`src/rtl/guard_err_resp.sv`:
```
// guard_err_resp -- AXI4 slave isolation stage with a built-in error responder.
// While isolated, requests are blocked from the slave. Stale slave responses are
// drained, and the master gets SLVERR-style B/R responses from two small FSMs.
// Optional build macro GUARD_ERR_RESP_CNT_EN adds err_cnt_o. This is a saturating
// count of error responses delivered to the master.

package guard_err_resp_pkg;
  localparam int unsigned IdW   = 6;
  localparam int unsigned AddrW = 32;
  localparam int unsigned DataW = 32;
  localparam int unsigned UserW = 1;

  typedef struct packed {
    logic [IdW-1:0]   id;
    logic [AddrW-1:0] addr;
    logic [7:0]       len;
    logic [2:0]       size;
    logic [1:0]       burst;
    logic [2:0]       prot;
    logic [UserW-1:0] user;
  } ax_chan_t;

  typedef struct packed {
    logic [DataW-1:0]   data;
    logic [DataW/8-1:0] strb;
    logic               last;
    logic [UserW-1:0]   user;
  } w_chan_t;

  typedef struct packed {
    logic [IdW-1:0]   id;
    logic [1:0]       resp;
    logic [UserW-1:0] user;
  } b_chan_t;

  typedef struct packed {
    logic [IdW-1:0]   id;
    logic [DataW-1:0] data;
    logic [1:0]       resp;
    logic             last;
    logic [UserW-1:0] user;
  } r_chan_t;

  typedef struct packed {
    ax_chan_t aw;
    logic     aw_valid;
    w_chan_t  w;
    logic     w_valid;
    logic     b_ready;
    ax_chan_t ar;
    logic     ar_valid;
    logic     r_ready;
  } axi_req_t;

  typedef struct packed {
    logic    aw_ready;
    logic    ar_ready;
    logic    w_ready;
    logic    b_valid;
    b_chan_t b;
    logic    r_valid;
    r_chan_t r;
  } axi_rsp_t;
endpackage

module guard_err_resp #(
  parameter int unsigned AxiIdWidth = 6,
  parameter int unsigned DataWidth  = 32,
  parameter logic [1:0]  ErrResp    = 2'b10,
  parameter type         req_t      = guard_err_resp_pkg::axi_req_t,
  parameter type         rsp_t      = guard_err_resp_pkg::axi_rsp_t
) (
  input  logic        clk_i,
  input  logic        rst_i,
  input  logic        isolate_i,
  input  req_t        req_i,
  output rsp_t        rsp_o,
  output req_t        req_o,
  input  rsp_t        rsp_i,
  output logic        isolated_o
`ifdef GUARD_ERR_RESP_CNT_EN
  ,
  output logic [15:0] err_cnt_o
`endif
);

  typedef enum logic [1:0] {W_IDLE, W_DATA, W_RESP} w_state_e;
  typedef enum logic       {R_IDLE, R_DATA}         r_state_e;

  w_state_e              w_state_q, w_state_d;
  r_state_e              r_state_q, r_state_d;
  logic                  isolated_q, isolated_d;
  logic [AxiIdWidth-1:0] w_id_q, w_id_d;
  logic [AxiIdWidth-1:0] r_id_q, r_id_d;
  logic [7:0]            r_len_q, r_len_d;
  logic [7:0]            r_cnt_q, r_cnt_d;
  logic                  r_last;

  // Write error FSM: accept one AW, swallow its W beats, answer with one error B.
  always_comb begin
    // NOTE: every signal assigned here gets a default first, so no latch is inferred.
    w_state_d = w_state_q;
    w_id_d    = w_id_q;
    unique case (w_state_q)
      W_IDLE: if (isolated_q && req_i.aw_valid) begin
        w_id_d    = req_i.aw.id;
        w_state_d = W_DATA;
      end
      W_DATA: if (req_i.w_valid && req_i.w.last) w_state_d = W_RESP;
      W_RESP: if (req_i.b_ready) w_state_d = W_IDLE;
      default: w_state_d = W_IDLE;
    endcase
  end

  // Read error FSM: accept one AR, return len+1 zero-data error beats.
  always_comb begin
    r_state_d = r_state_q;
    r_id_d    = r_id_q;
    r_len_d   = r_len_q;
    r_cnt_d   = r_cnt_q;
    r_last    = (r_cnt_q == r_len_q);
    unique case (r_state_q)
      R_IDLE: if (isolated_q && req_i.ar_valid) begin
        r_id_d    = req_i.ar.id;
        r_len_d   = req_i.ar.len;
        r_cnt_d   = '0;
        r_state_d = R_DATA;
      end
      R_DATA: if (req_i.r_ready) begin
        // The counter stops at len, so len=255 never wraps before the last beat.
        if (r_last) r_state_d = R_IDLE;
        else        r_cnt_d   = r_cnt_q + 8'd1;
      end
      default: r_state_d = R_IDLE;
    endcase
  end

  // Isolation is held until both FSMs are idle and no new transaction is being accepted.
  always_comb begin
    isolated_d = isolate_i ||
                 (isolated_q && !(w_state_q == W_IDLE && r_state_q == R_IDLE &&
                                  w_state_d == W_IDLE && r_state_d == R_IDLE));
  end

  // Datapath mux: transparent pass-through, or blocked requests plus FSM-driven responses.
  always_comb begin
    req_o = req_i;
    rsp_o = rsp_i;
    if (isolated_q) begin
      req_o.aw_valid = 1'b0;
      req_o.w_valid  = 1'b0;
      req_o.ar_valid = 1'b0;
      req_o.b_ready  = 1'b1;
      req_o.r_ready  = 1'b1;

      rsp_o          = '0;
      rsp_o.aw_ready = (w_state_q == W_IDLE);
      rsp_o.w_ready  = (w_state_q == W_DATA);
      rsp_o.b_valid  = (w_state_q == W_RESP);
      rsp_o.b.id     = w_id_q;
      rsp_o.b.resp   = ErrResp;
      rsp_o.ar_ready = (r_state_q == R_IDLE);
      rsp_o.r_valid  = (r_state_q == R_DATA);
      rsp_o.r.id     = r_id_q;
      rsp_o.r.data   = {DataWidth{1'b0}};
      rsp_o.r.resp   = ErrResp;
      rsp_o.r.last   = (r_state_q == R_DATA) && r_last;
    end
  end

  // State registers; reset abandons any burst in flight.
  always_ff @(posedge clk_i) begin
    // NOTE: registered state uses non-blocking assignments only.
    if (rst_i) begin
      isolated_q <= 1'b0;
      w_state_q  <= W_IDLE;
      r_state_q  <= R_IDLE;
      w_id_q     <= '0;
      r_id_q     <= '0;
      r_len_q    <= '0;
      r_cnt_q    <= '0;
    end else begin
      isolated_q <= isolated_d;
      w_state_q  <= w_state_d;
      r_state_q  <= r_state_d;
      w_id_q     <= w_id_d;
      r_id_q     <= r_id_d;
      r_len_q    <= r_len_d;
      r_cnt_q    <= r_cnt_d;
    end
  end

  assign isolated_o = isolated_q;

`ifdef GUARD_ERR_RESP_CNT_EN
  logic        b_err_hs;
  logic        r_err_end;
  logic [16:0] err_cnt_sum;
  logic [15:0] err_cnt_q;

  assign b_err_hs    = (w_state_q == W_RESP) && req_i.b_ready;
  assign r_err_end   = (r_state_q == R_DATA) && req_i.r_ready && r_last;
  assign err_cnt_sum = {1'b0, err_cnt_q} + 17'(b_err_hs) + 17'(r_err_end);

  // Saturating count of completed error B handshakes and error R bursts.
  always_ff @(posedge clk_i) begin
    if (rst_i) err_cnt_q <= '0;
    else       err_cnt_q <= err_cnt_sum[16] ? 16'hFFFF : err_cnt_sum[15:0];
  end

  assign err_cnt_o = err_cnt_q;
`endif

endmodule

```
`config.mk`:
```
export PLATFORM = sky130hd
export DESIGN_NAME = guard_err_resp
export DESIGN_NICKNAME = d
export VERILOG_FILES = /design/src/rtl/guard_err_resp.sv
export SDC_FILE = /design/constraint.sdc
export NUM_CORES = 1
export LEC_CHECK = 0
export ABC_CLOCK_PERIOD_IN_PS = 1900
export CORE_AREA = 2 2 164 166
export CTS_CLUSTER_DIAMETER = 150
export CTS_CLUSTER_SIZE = 40
export DETAILED_ROUTE_END_ITERATION = 10
export DIE_AREA = 0 0 166 168
export GPL_TIMING_DRIVEN = 0
export PLACE_DENSITY = 0.48
export SYNTH_ARGS = -nofsm -noshare
export SYNTH_HDL_FRONTEND = slang
export SYNTH_SLANG_ARGS = --single-unit
```
`constraint.sdc`:
```
create_clock -name clk_i -period 1.9 [get_ports clk_i]
set_clock_uncertainty 0.2 [all_clocks]
set_input_delay 0.38 -clock clk_i [delete_from_list [all_inputs] [get_ports clk_i]]
set_output_delay 0.38 -clock clk_i [all_outputs]
set_load 0.05 [all_outputs]
```
==> run_results.csv <==
group,metric,value,unit
critical_path,crit_buf_inv,1,
sta,holdWs,0.258,ns
clock_tree,cts_buffer_depth,2,
clock_tree,clock_sinks,32,
placement,gp_congestion,0.675,
layout,regArea,662,um^2
critical_path,arrival,1.59,ns
clock_tree,root_buffer,"clkbuf_16",
route,drt_iter0_drc,73,
logic_synthesis,synth-seq-cells,32,
critical_path,crit_fanout,4,
critical_path,path_cells,"xor2_1 > nor4_4 > nand2_2 > o22ai_4 > buf_6",
logic_synthesis,yosysSeqAreaShare,21.4,%
sta,final.setup.tns,-3.68,ns
pwr,irDropWorstVdd,0.327,mV
die,start_util,11.3,%
sta,rsz0062_at_grt,"true",
die,die_x,166,um
route,first_pass_iters,4,
route,drt-vias-per-instance,3.38,
clock_tree,cts-buffers-inserted,5,
die,die_y,168,um
logic_synthesis,synth_cell_types,33,
placement,dp.final_hpwl,12300,um
route,wl_per_cell,14.7,um
logic_synthesis,syn_inst,383,
sta,min_period,2.17,ns
clock_tree,clkLatencyLatePin,0.29,ns
status,violations,"negative setup slack",
grt,overflow,0,
critical_path,worst_path_largest_cell_delay,0.37,ns
logic_synthesis,syn_area_per_cell,7.81,um^2
layout,layout_common_cells,"clkdlybuf4s50_1, buf_4, buf_6",
clock_tree,htree_num_levels,2,
layout,final_common_cell,"clkdlybuf4s50_1",
critical_path,worstPathRequired,1.32,ns
layout,nFillCells,2828,
sta,setup_viol,37,
die,rows,60,
critical_path,slowest_stage,"nor4_4",
logic_synthesis,synth_area,2990,um^2
layout,fin_util,28.2,%
placement,place_ws,-0.978,ns
sta,fin_ws,-0.271,ns
layout,drive_above_1_share,49.7,%
die,core-area,26400,um^2
placement,portBuffers,293,
status,status,"complete, but fails checks",
die,dieArea,27900,um^2
route,vias,3530,
critical_path,crit_type,"reg2out",
grt,grt_usage,10.2,%
logic_synthesis,yosysWarnings,0,
grt,grt_pass1_wl,21600,um
sta,fmax,0.461,GHz
job,cap_violations,0,
pwr,leakage,3.34,nW
sta,worst_pin_slew,0.663,ns
route,drc,0,
sta,finalHoldViolCount,0,
clock_tree,cts_tree,"yes",
logic_synthesis,syn-num-nets,596,
layout,area_delta_synth_final,148,%
critical_path,cp_top_family,"simple AND/OR/NAND/NOR gates",
clock_tree,cts.clk_slew.worst_paths,0.06,ns
layout,multi_input_area,1600,um^2
clock_tree,holdBufCountCts,0,
grt,grt_pass1_vias,3518,
grt,grt_antenna_before_repair,1,
sta,maxSlewViolCount,0,
min_path,hold_class,"reg2reg",
sta,finalCritPeriodShare,114,%
route,ant_nets,0,
sta,slew_headroom,55.8,%
critical_path,start_kind,"flip-flop",
grt,grt_max_degree,13,
layout,antennaDiodeCount,0,
critical_path,crit_path_end_kind,"output pin",
layout,nets,914,
pwr,power_density,542,nW/um^2
route,drt-total-wl,15300,um
die,io_pins,422,
[flip-flops by register name, summed over array words and instances, names as in the netlist]
| signal | flops |
|---|---|
| r_cnt_q | 8 |
| r_len_q | 8 |
| r_id_q | 6 |
| w_id_q | 6 |
| w_state_q | 2 |
| isolated_o | 1 |
| r_state_q | 1 |
[stage by stage]
| step | power (mW) | cells | area, um^2 |
|---|---|---|---|
| finish | 4.03 | 1043 | 7420 |
| global route | 4.19 | 1043 | 7420 |
| CTS | 4.05 | 1041 | 7310 |
| detailed placement | 2.92 | 1017 | 6420 |
| global placement | 2.92 | 1017 | 6420 |
| floorplan | 2.15 | 383 | 3060 |
[report_power, final]
group	internal [mW]	switching (mW)
sequential	0.689	0.0225
clock	0.489	0.351
combinational	1.08	1.39
total	2.26	1.77
[cell type report]
| class | instances | area share [%] |
|---|---|---|
| timing repair buffer | 318 | 45.4 |
| clock buffer | 5 | 1.69 |
| sequential | 32 | 8.92 |
| buffer | 156 | 16.2 |
| inverter | 4 | 0.202 |
| clock inverter | 3 | 0.303 |
| tap | 341 | 5.75 |
| multi-input combinational | 184 | 21.5 |
[cells in the mapped netlist]
| cell type | instances | area [um^2] |
|---|---|---|
| and3b_1 | 1 | 8.76 |
| nor3b_1 | 1 | 7.51 |
| nor2_1 | 19 | 71.3 |
| nand2b_1 | 1 | 6.26 |
| xnor2_1 | 4 | 35.0 |
| mux2_1 | 1 | 11.3 |
| nand4_1 | 2 | 12.5 |
| o22ai_1 | 1 | 6.26 |
| o21ai_0 | 2 | 10.0 |
| a21oi_1 | 21 | 105 |
| mux2_2 | 14 | 158 |
| clkbuf_1 | 14 | 52.6 |
| mux2i_1 | 7 | 70.1 |
| a41o_2 | 1 | 11.3 |
| ha_1 | 1 | 12.5 |
| nor3_1 | 1 | 5.00 |
| nand2_1 | 38 | 143 |
| buf_2 | 1 | 5.00 |
| dfxtp_1 | 32 | 641 |
| xor2_1 | 8 | 70.1 |
| buf_4 | 148 | 1110 |
| nand3b_1 | 3 | 22.5 |
| nor2b_1 | 40 | 250 |
| a31oi_1 | 3 | 18.8 |
| and3_1 | 2 | 12.5 |
| or2_2 | 4 | 25.0 |
| nand3_1 | 2 | 10.0 |
| a21oi_2 | 2 | 17.5 |
| nor4_4 | 2 | 42.5 |
| inv_1 | 4 | 15.0 |
| a41o_1 | 1 | 10.0 |
| and2_1 | 1 | 6.26 |
| and3_2 | 1 | 7.51 |
[final timing paths]
kind / from / to / slack [ns] / depth (start not counted)
hold reg to reg: r_id_q[5] / r_id_q[5] / 0.26 / 2
hold / removal: r_id_q[5] / r_id_q[5] / 0.26 / 2
setup / recovery: r_cnt_q[0] / rsp_o[1] / -0.27 / 5
setup reg to reg: r_cnt_q[0] / r_cnt_q[0] / 0.05 / 6
[per-layer routing]
metal,wire length (um),up-vias,track usage (%)
met5,18,-,0
li1,-,1713,-
met2,7500,214,17.5
met3,1020,7,2.21
met1,6610,1594,13.1
met4,132,2,2.27
[kinds of logic after synthesis]
kind of cell	Yosys count	synth area share [%]
multiplexers	22	7.99
adder cells (fa/ha/maj)	1	0.418
AO/OA/AOI/OAI	31	5.98
flip-flops	32	21.4
XOR/XNOR	12	3.51
AND/OR/NAND/NOR	118	21.1
buffers and inverters	167	39.6
[what timing repair did]
action,4_1_cts,5_1_grt
setup buffers,12,10
pin swaps,8,3
resized for setup,677,51
setup endpoints to repair,103,83
cloned,6,1
[worst min-delay path, delay by kind of cell, from the launching register on]
kind | cells | cell delay (ns)
and+or+nand+nor | 1 | 0.05
AOI/OAI and AO/OA | 1 | 0.05
DFF | 1 | 0.31
(Power assumes the default switching activity.)
